`config.mk`:
```
export PLATFORM = sky130hd
export DESIGN_NAME = breakbeam_column_tracker
export DESIGN_NICKNAME = d
export VERILOG_FILES = /design/src/rtl/breakbeam_pkg.sv /design/src/rtl/pov_column_stepper.sv /design/src/rtl/breakbeam_column_tracker.sv
export SDC_FILE = /design/constraint.sdc
export NUM_CORES = 1
export LEC_CHECK = 0
export ABC_AREA = 0
export BUFFER_PORTS_ARGS = -buffer_cell sky130_fd_sc_hd__clkbuf_2
export CAP_MARGIN = 15
export CORE_UTILIZATION = 40
export DETAILED_ROUTE_END_ITERATION = 6
export PLACE_DENSITY = 0.67
export SLEW_MARGIN = 20
export SYNTH_ARGS = -nofsm -noshare
export SYNTH_HDL_FRONTEND = slang
export SYNTH_SLANG_ARGS = --single-unit
export TNS_END_PERCENT = 30
```
`constraint.sdc`:
```
create_clock -name clk -period 4.05 [get_ports clk]
set_input_delay 0 -clock clk [delete_from_list [all_inputs] [get_ports clk]]
set_output_delay 0 -clock clk [all_outputs]
set_load 0.02 [all_outputs]
```
`src/rtl/breakbeam_pkg.sv`:
```
// Shared types and default sizing for the break-beam column tracker.
package breakbeam_pkg;

  typedef enum logic [1:0] {
    ST_IDLE = 2'd0,
    ST_SYNC = 2'd1,
    ST_RUN  = 2'd2
  } bb_state_e;

  localparam int DEF_COL_LOG2   = 8;
  localparam int DEF_PERIOD_W   = 32;
  localparam int DEF_MIN_PERIOD = 4096;
  localparam int DEF_MAX_PERIOD = 100000000;

endpackage

```
`src/rtl/pov_column_stepper.sv`:
```
// Divides one revolution into equal columns: advances col_idx every `step`
// cycles after a restart and parks on the last column until the next restart.
module pov_column_stepper
  import breakbeam_pkg::*;
#(
  parameter int COL_LOG2 = DEF_COL_LOG2,
  parameter int PERIOD_W = DEF_PERIOD_W
) (
  input  logic                clk,
  input  logic                reset,
  input  logic [PERIOD_W-1:0] step,
  input  logic                restart,
  input  logic                enable,
  output logic [COL_LOG2-1:0] col_idx,
  output logic                col_tick
);

  localparam logic [PERIOD_W-1:0] SUB_ONE  = 1;
  localparam logic [COL_LOG2-1:0] COL_ONE  = 1;
  localparam logic [COL_LOG2-1:0] COL_LAST = '1;

  logic [PERIOD_W-1:0] sub_q, sub_d;
  logic [COL_LOG2-1:0] col_q, col_d;
  logic                tick_q, tick_d;

  always_comb begin
    sub_d  = sub_q;
    col_d  = col_q;
    tick_d = 1'b0;
    if (restart) begin
      sub_d  = '0;
      col_d  = '0;
      tick_d = 1'b1;
    end else if (!enable) begin
      sub_d = '0;
      col_d = '0;
    end else if (sub_q == step - SUB_ONE) begin
      // At the last column sub parks at step-1 so col_idx never wraps on its own.
      if (col_q != COL_LAST) begin
        col_d  = col_q + COL_ONE;
        sub_d  = '0;
        tick_d = 1'b1;
      end
    end else begin
      sub_d = sub_q + SUB_ONE;
    end
  end

  always_ff @(posedge clk) begin
    if (reset) begin
      sub_q  <= '0;
      col_q  <= '0;
      tick_q <= 1'b0;
    end else begin
      sub_q  <= sub_d;
      col_q  <= col_d;
      tick_q <= tick_d;
    end
  end

  assign col_idx  = col_q;
  assign col_tick = tick_q;

endmodule

```
`src/rtl/breakbeam_column_tracker.sv`:
```
// Measures rotor period from beam-break edges and drives POV column timing.
// Optional macro BREAKBEAM_PERIOD_AVG_EN averages successive periods while running.
module breakbeam_column_tracker
  import breakbeam_pkg::*;
#(
  parameter int COL_LOG2        = DEF_COL_LOG2,
  parameter int PERIOD_W        = DEF_PERIOD_W,
  parameter int MIN_PERIOD      = DEF_MIN_PERIOD,
  parameter int MAX_PERIOD      = DEF_MAX_PERIOD,
  parameter int TRIG_ACTIVE_LOW = 1
) (
  input  logic                clk,
  input  logic                reset,
  input  logic                beam_in,
  output logic [COL_LOG2-1:0] col_idx,
  output logic                col_valid,
  output logic                col_tick,
  output logic                rev_tick,
  output logic [PERIOD_W-1:0] period_cycles
);

  localparam logic [PERIOD_W:0]   CNT_ONE   = 1;
  localparam logic [PERIOD_W-1:0] STEP_ONE  = 1;
  localparam logic [PERIOD_W:0]   MIN_C     = (PERIOD_W+1)'(MIN_PERIOD);
  localparam logic [PERIOD_W:0]   MAX_C     = (PERIOD_W+1)'(MAX_PERIOD);
  localparam logic                BEAM_IDLE = (TRIG_ACTIVE_LOW != 0);

  bb_state_e           state_q, state_d;
  logic                beam_prev_q;
  logic [PERIOD_W-1:0] cnt_q, cnt_d;
  logic [PERIOD_W-1:0] period_q, period_d;
  logic [PERIOD_W-1:0] step_q, step_d;
  logic                rev_q, rev_d;
  logic [PERIOD_W:0]   cnt_inc;
  logic [PERIOD_W-1:0] new_period;
  logic                trig, accept, timeout, restart, enable;

  function automatic logic [PERIOD_W-1:0] step_of(input logic [PERIOD_W-1:0] p);
    logic [PERIOD_W-1:0] s;
    s = p >> COL_LOG2;
    return (s == '0) ? STEP_ONE : s;
  endfunction

  assign trig    = BEAM_IDLE ? (beam_prev_q & ~beam_in) : (~beam_prev_q & beam_in);
  assign cnt_inc = {1'b0, cnt_q} + CNT_ONE;
  assign accept  = trig && ((state_q == ST_IDLE) || (cnt_inc >= MIN_C));
  assign timeout = (state_q != ST_IDLE) && (cnt_inc >= MAX_C);

`ifdef BREAKBEAM_PERIOD_AVG_EN
  // Only RUN->RUN revolutions blend with the previous estimate.
  assign new_period = (state_q == ST_RUN) ?
                      PERIOD_W'(({1'b0, period_q} + cnt_inc) >> 1) :
                      cnt_inc[PERIOD_W-1:0];
`else
  assign new_period = cnt_inc[PERIOD_W-1:0];
`endif

  always_comb begin
    state_d  = state_q;
    cnt_d    = (cnt_inc >= MAX_C) ? MAX_C[PERIOD_W-1:0] : cnt_inc[PERIOD_W-1:0];
    period_d = period_q;
    step_d   = step_q;
    rev_d    = 1'b0;
    restart  = 1'b0;
    unique case (state_q)
      ST_IDLE: begin
        if (accept) begin
          state_d = ST_SYNC;
          cnt_d   = '0;
        end
      end
      ST_SYNC, ST_RUN: begin
        // A trigger landing on the timeout cycle still counts as a revolution.
        if (accept) begin
          state_d  = ST_RUN;
          cnt_d    = '0;
          period_d = new_period;
          step_d   = step_of(new_period);
          rev_d    = 1'b1;
          restart  = 1'b1;
        end else if (timeout) begin
          state_d = ST_IDLE;
        end
      end
      default: state_d = ST_IDLE;
    endcase
  end

  assign enable = (state_q == ST_RUN) && !timeout;

  always_ff @(posedge clk) begin
    if (reset) begin
      state_q     <= ST_IDLE;
      beam_prev_q <= BEAM_IDLE;
      cnt_q       <= '0;
      period_q    <= '0;
      step_q      <= '0;
      rev_q       <= 1'b0;
    end else begin
      state_q     <= state_d;
      beam_prev_q <= beam_in;
      cnt_q       <= cnt_d;
      period_q    <= period_d;
      step_q      <= step_d;
      rev_q       <= rev_d;
    end
  end

  pov_column_stepper #(
    .COL_LOG2(COL_LOG2),
    .PERIOD_W(PERIOD_W)
  ) u_stepper (
    .clk     (clk),
    .reset   (reset),
    .step    (step_q),
    .restart (restart),
    .enable  (enable),
    .col_idx (col_idx),
    .col_tick(col_tick)
  );

  assign col_valid     = (state_q == ST_RUN);
  assign rev_tick      = rev_q;
  assign period_cycles = period_q;

endmodule

```
# After elaboration in Yosys (flattened, before gate mapping)
# Cells that the tools add are included.
[classes] n_lt_le_gt_ge=2 n_eq_ne=7 n_reduce_logical=14 muxes=16 bitwise_logic=3 addsub=4
[ops] cell="$mux 32" n=5
[ops] cell="$add 32x1->33 const B" n=1
[ops] cell="$ge 33x13->1 const B" n=1
[ops] cell="$ge 33x27->1 const B" n=1
[ops] cell="$add 32x1->32 const B" n=1
[ops] cell="$eq 32x32->1" n=1
[ops] cell="$logic_not 32->1" n=1
[ops] cell="$sub 32x1->32 const B" n=1
[ops] cell="$mux 24" n=1
[ops] cell="$add 8x1->8 const B" n=1
[ops] cell="$ne 8x8->1 const B" n=1
[ops] cell="$mux 1" n=6
[ops] cell="$mux 2" n=3
[ops] cell="$reduce_and 2->1" n=3
[ops] cell="$reduce_or 3->1" n=2
[ops] cell="$ne 2x2->1 const B" n=2
[ops] cell="$pmux 2 s2" n=1
[ops] cell="$logic_and 1x1->1" n=3
[ops] cell="$ne 3x3->1 const B" n=1
[ops] cell="$eq 2x1->1 const B" n=1
[ops] cell="$eq 2x2->1 const B" n=1
[ops] cell="$logic_not 2->1" n=1
[ops] cell="$not 1->1" n=2
[ops] cell="$reduce_bool 2->1" n=1
[ops] cell="4 further kinds" n=4
[totals] wordCells=55 register_bits=141 output_inout_bits=43 inputBits=3

# Longest topological paths before layout
[logic_depth] depth_word=7 ltp_mapped=13 mapped_depth_nobuf=11

# Cells and area by module
# A second synthesis with hierarchy kept.
[hier_totals] cells_unflattened=921 area_unflattened_um2=7708.6
[by_module_without_submodules] module="breakbeam_column_tracker" area_per_inst_um2=4155.2 seq_area_each_um2=1841.8 cells_each=452 instances=1
[by_module_without_submodules] module="pov_column_stepper" area_per_inst_um2=3553.4 seq_area_each_um2=820.8 cells_each=469 instances=1

# Worst setup path after synthesis
# No wires, ideal clock.
[synth_timing] kind="register -> register" from="register step_q[2]" to="register u_stepper.col_q[7], in the netlist u_stepper.col_idx[7]" synth_period_minus_slack_ns=3.642 path_buffers=3 required_time_ns=3.980 t_arrival_ns=3.572 setup_ns=0.070 path_slack_ns=0.408 path_stages_with_launch=13 cell_sequence="dfxtp_1 -> buf_2 -> or4_1 -> or4_1 -> buf_2 -> nor4b_2 -> nor3_1 -> or4b_1 -> a2111o_1 -> or2_1 -> clkbuf_1 -> or4_1 -> a21oi_1"
[synth_between] elab_chain_len=3
[synth_lines] item="start: declaration" line_no="breakbeam_column_tracker.sv:32" rtl="logic [PERIOD_W-1:0] step_q, step_d;"
[synth_lines] item="start signal: assignment" line_no="breakbeam_column_tracker.sv:104" rtl="step_q <= step_d;"
[synth_lines] item="$sub 32x1->32" line_no="pov_column_stepper.sv:37" rtl="end else if (sub_q == step - SUB_ONE) begin"
[synth_lines] item="$eq 32x32->1" line_no="pov_column_stepper.sv:37"
[synth_lines] item="$reduce_and 2->1 (no source line)"
[synth_lines] item="end signal: assignment" line_no="pov_column_stepper.sv:56" rtl="col_q <= col_d;"
[synth_lines] item="end: declaration" line_no="pov_column_stepper.sv:23" rtl="logic [COL_LOG2-1:0] col_q, col_d;"
# No other way between the ends.
# A chain may end at the register's enable or synchronous reset.

# Final worst setup path
[layout_timing] from="register step_q[0]" to="register u_stepper.col_q[3], in the netlist u_stepper.col_idx[3]"
# Same word-level chain as after synthesis.

==> results.yml <==
yosys:
  synth_common_cells: "dfxtp_1 (133), a21oi_1 (75), nand2_1 (64), o21a_1 (52), clkbuf_1 (49)"
  synthFlopType: "dfxtp_1"
  synth_edf_count: 0
  synth.cell_area_mm2: 0.00727
  avgSynthCellArea_um2: 8.28
  synth-seq-area-share_pct: 36.6
  synthArstFlopShare_pct: 0
  yosysTopAreaCell: "dfxtp_1"
  syn_inst: 878
  post-synth-top-area-fraction_pct: 36.6
  synthTopCellsByArea: "dfxtp_1 (37%), o21a_1 (5.4%), a21oi_1 (5.2%), xnor2_1 (4.9%), nand2_1 (3.3%)"
  yosysMostFrequentCell: "dfxtp_1"
  yosys_warnings: 0
  synth_cell_types: 70
  synth-seq-cells: 133
routing:
  vias_per_cell: 5.87
  drt-pass1-iter-count: 5
  antenna_left: 0
  initialDrtViolationCount: 619
  vias: 6794
  wire_per_inst_um: 16.6
  route.detailed.drc: 0
  routed_wirelength_mm: 19.2
timing:
  max_freq_ghz: 0.264
  hold_viol: 0
  setup-tns-final_ns: 0
  worst_pin_slew_ns: 1.06
  period_share_pct: 93.5
  hold_ws_ns: 0.282
  finalSetupViolCount: 0
  rsz0062_at_grt: "no"
  fin_worst_skew_ns: 0.00879
  drv_slew: 0
  min_period_ns: 3.79
  slew_headroom_pct: 28.5
clocking:
  post_cts.repair.setup_buffers: 0
  clk_latency_ns: 0.43
  path_clk_slew_ns: 0.06
  numCtsBuffers: 17
  clkSinkCount: 133
  clk_path_buf_depth: 2
  htree_levels: 4
  cts_root_buf: "clkbuf_16"
  tritoncts: "built"
placement:
  place.detailed.hpwl_mm: 13.7
  post_dp_cell_area_mm2: 0.00780
  port_buffers: 45
  place_congestion: 0.915
floorplan:
  rows: 48
  die-width_um: 137
  ios: 46
  fp.dieArea_mm2: 0.0187
  die_h_um: 137
  start_util_pct: 41.5
  core_mm2: 0.0175
global_route:
  grt_usage_pct: 22.0
  grt_use_met3_pct: 4.81
  antenna_found_initial: 0
  use_met1_pct: 30.5
  grt_pass1_vias: 6268
  grt_pass1_wl_mm: 32.2
  top_usage_layer: "met2"
  use_met2_pct: 33.2
  grt_max_degree: 83
  overflow: 0
power_and_ir_drop:
  p_switching_mw: 1.44
  p_seq_share_pct: 36.4
  p_per_area_mw_per_mm2: 499
  p_comb_share_pct: 28.4
  switching_share_pct: 34.5
  p_leak_nw: 2.93
  ir_worst_vdd_uv: 325
  internal_power_mw: 2.74
  clkPwrFrac_pct: 35.2
worst_setup_path:
  worst-setup-path-type: "flop to flop"
  reg2reg_to: "u_stepper.col_idx[3]"
  cp.arrival_ns: 4.15
  r2r_slack_ns: 0.26
  start_kind: "flop"
  crit_required_ns: 4.41
  end_kind: "flop"
  crit_fanout: 11
  r2r_start: "step_q[0]"
  r2r_cells: 10
layout:
  antennaDiodeCount: 0
  area_delta_synth_final_pct: 15.2
  drive_gt1_share_pct: 13.6
  nNetsFinal: 932
  design_area_mm2: 0.00838
worst_hold_path:
  hold_end: "period_cycles[1]"
  hold_start: "reset"
  holdPathStages: 2
  hold_path.class: "input pin to flop"
flow_run:
  max_cap_violations: 0
outcome:
  status: "finished clean"
[kinds of logic after synthesis]
| family | share of synthesized area, % |
|---|---|
| buffers and inverters | 3.87 |
| muxes | 1.43 |
| adders and majority gates | 1.72 |
| and+or+nand+nor | 28.0 |
| AOI/OAI and AO/OA | 20.7 |
| xor gates and xnor gates | 7.59 |
| other | 0.0516 |
| DFF | 36.6 |
[placed cells by master, fill, tap and decap left out, types with 10 or more instances in the layout]
master,instances
or3_1,24
buf_4,27
xor2_1,22
o21a_1,52
nor2_1,48
ha_1,10
nor4_1,24
o21ai_0,20
xnor2_1,41
o31ai_1,10
or4_1,14
clkbuf_16,17
nand3_1,35
o211ai_1,11
dfxtp_1,133
nand4_1,30
clkbuf_2,45
nand2_1,64
and3_1,19
and4_1,12
and2_1,17
a21oi_1,75
nor3_1,22
inv_1,18
[flip-flops by register name, summed over array words and instances, names as in the netlist]
register and count:
cnt_q 32, state_q 2, period_cycles 32, step_q 24
beam_prev_q 1, u_stepper.col_idx 8, u_stepper.col_tick 1, rev_tick 1
u_stepper.sub_q 32
[repair_timing]
| action | 4_1_cts | 5_1_grt |
|---|---|---|
| setup endpoints to repair | 0 | 3 |
| hold buffers | 1 | 0 |
| endpoints found under the hold margin | 1 | 0 |
| gates resized for setup | 0 | 1 |
[routing by layer]
layer	part of all wire, %	up-vias	routed length, µm
met3	5.6	40	1080
met2	44	208	8480
met4	2.1	0	410
met5	0	-	0
li1	-	3340	-
met1	48	3206	9250
[worst max-delay path by stage]
stage	startpoint	to	slack, ns	cells after the start
6_report	step_q[0]	u_stepper.col_idx[3]	0.26	10
5_1_grt	step_q[0]	u_stepper.col_idx[5]	0.12	12
4_1_cts	step_q[0]	u_stepper.col_idx[5]	0.24	12
3_5_place_dp	step_q[0]	u_stepper.col_idx[5]	0.27	12
3_3_place_gp	step_q[0]	u_stepper.col_idx[4]	0.33	10
2_1_floorplan	step_q[2]	u_stepper.col_idx[7]	0.41	12
[cell type report]
class                           count  area (µm²)
Multi-Input combinational cell    675        4350
Inverter                           18        67.6
Tap cell                          225         282
Timing Repair Buffer               74         458
Clock inverter                     13         125
Clock buffer                       19         433
Fill cell                        1737        9160
Sequential cell                   133        2660
[stage by stage]
stage               std cells  utilization (%)  power (mW)  worst slack [ns]
global placement         1124             44.5        2.70             0.329
detailed placement       1124             44.5        2.70             0.266
global route             1157             47.8        4.39             0.124
finish                   1157             47.8        4.18             0.264
floorplan                 882                -        2.37             0.408
CTS                      1157             47.7        4.17             0.242
[worst max-delay path: stages (launching register included)]
cell	delay (ns)
dfxtp_1	0.36
or4_1	0.60
or4_1	0.50
nor4b_2	0.27
nor3_1	0.09
or4b_1	0.52
a2111o_1	0.31
or2_1	0.33
buf_4	0.21
or4_1	0.40
a21oi_1	0.14
[power by group through the flow]
stage	clock network [mW]	logic, mW	registers (mW)
final	1.47	1.19	1.52
after global routing	1.55	1.31	1.54
after floorplan	0	0.816	1.55
after CTS	1.49	1.16	1.52
after detailed placement	0	1.15	1.55
after global placement	0	1.16	1.55
Power figures use the tool's default switching activity.
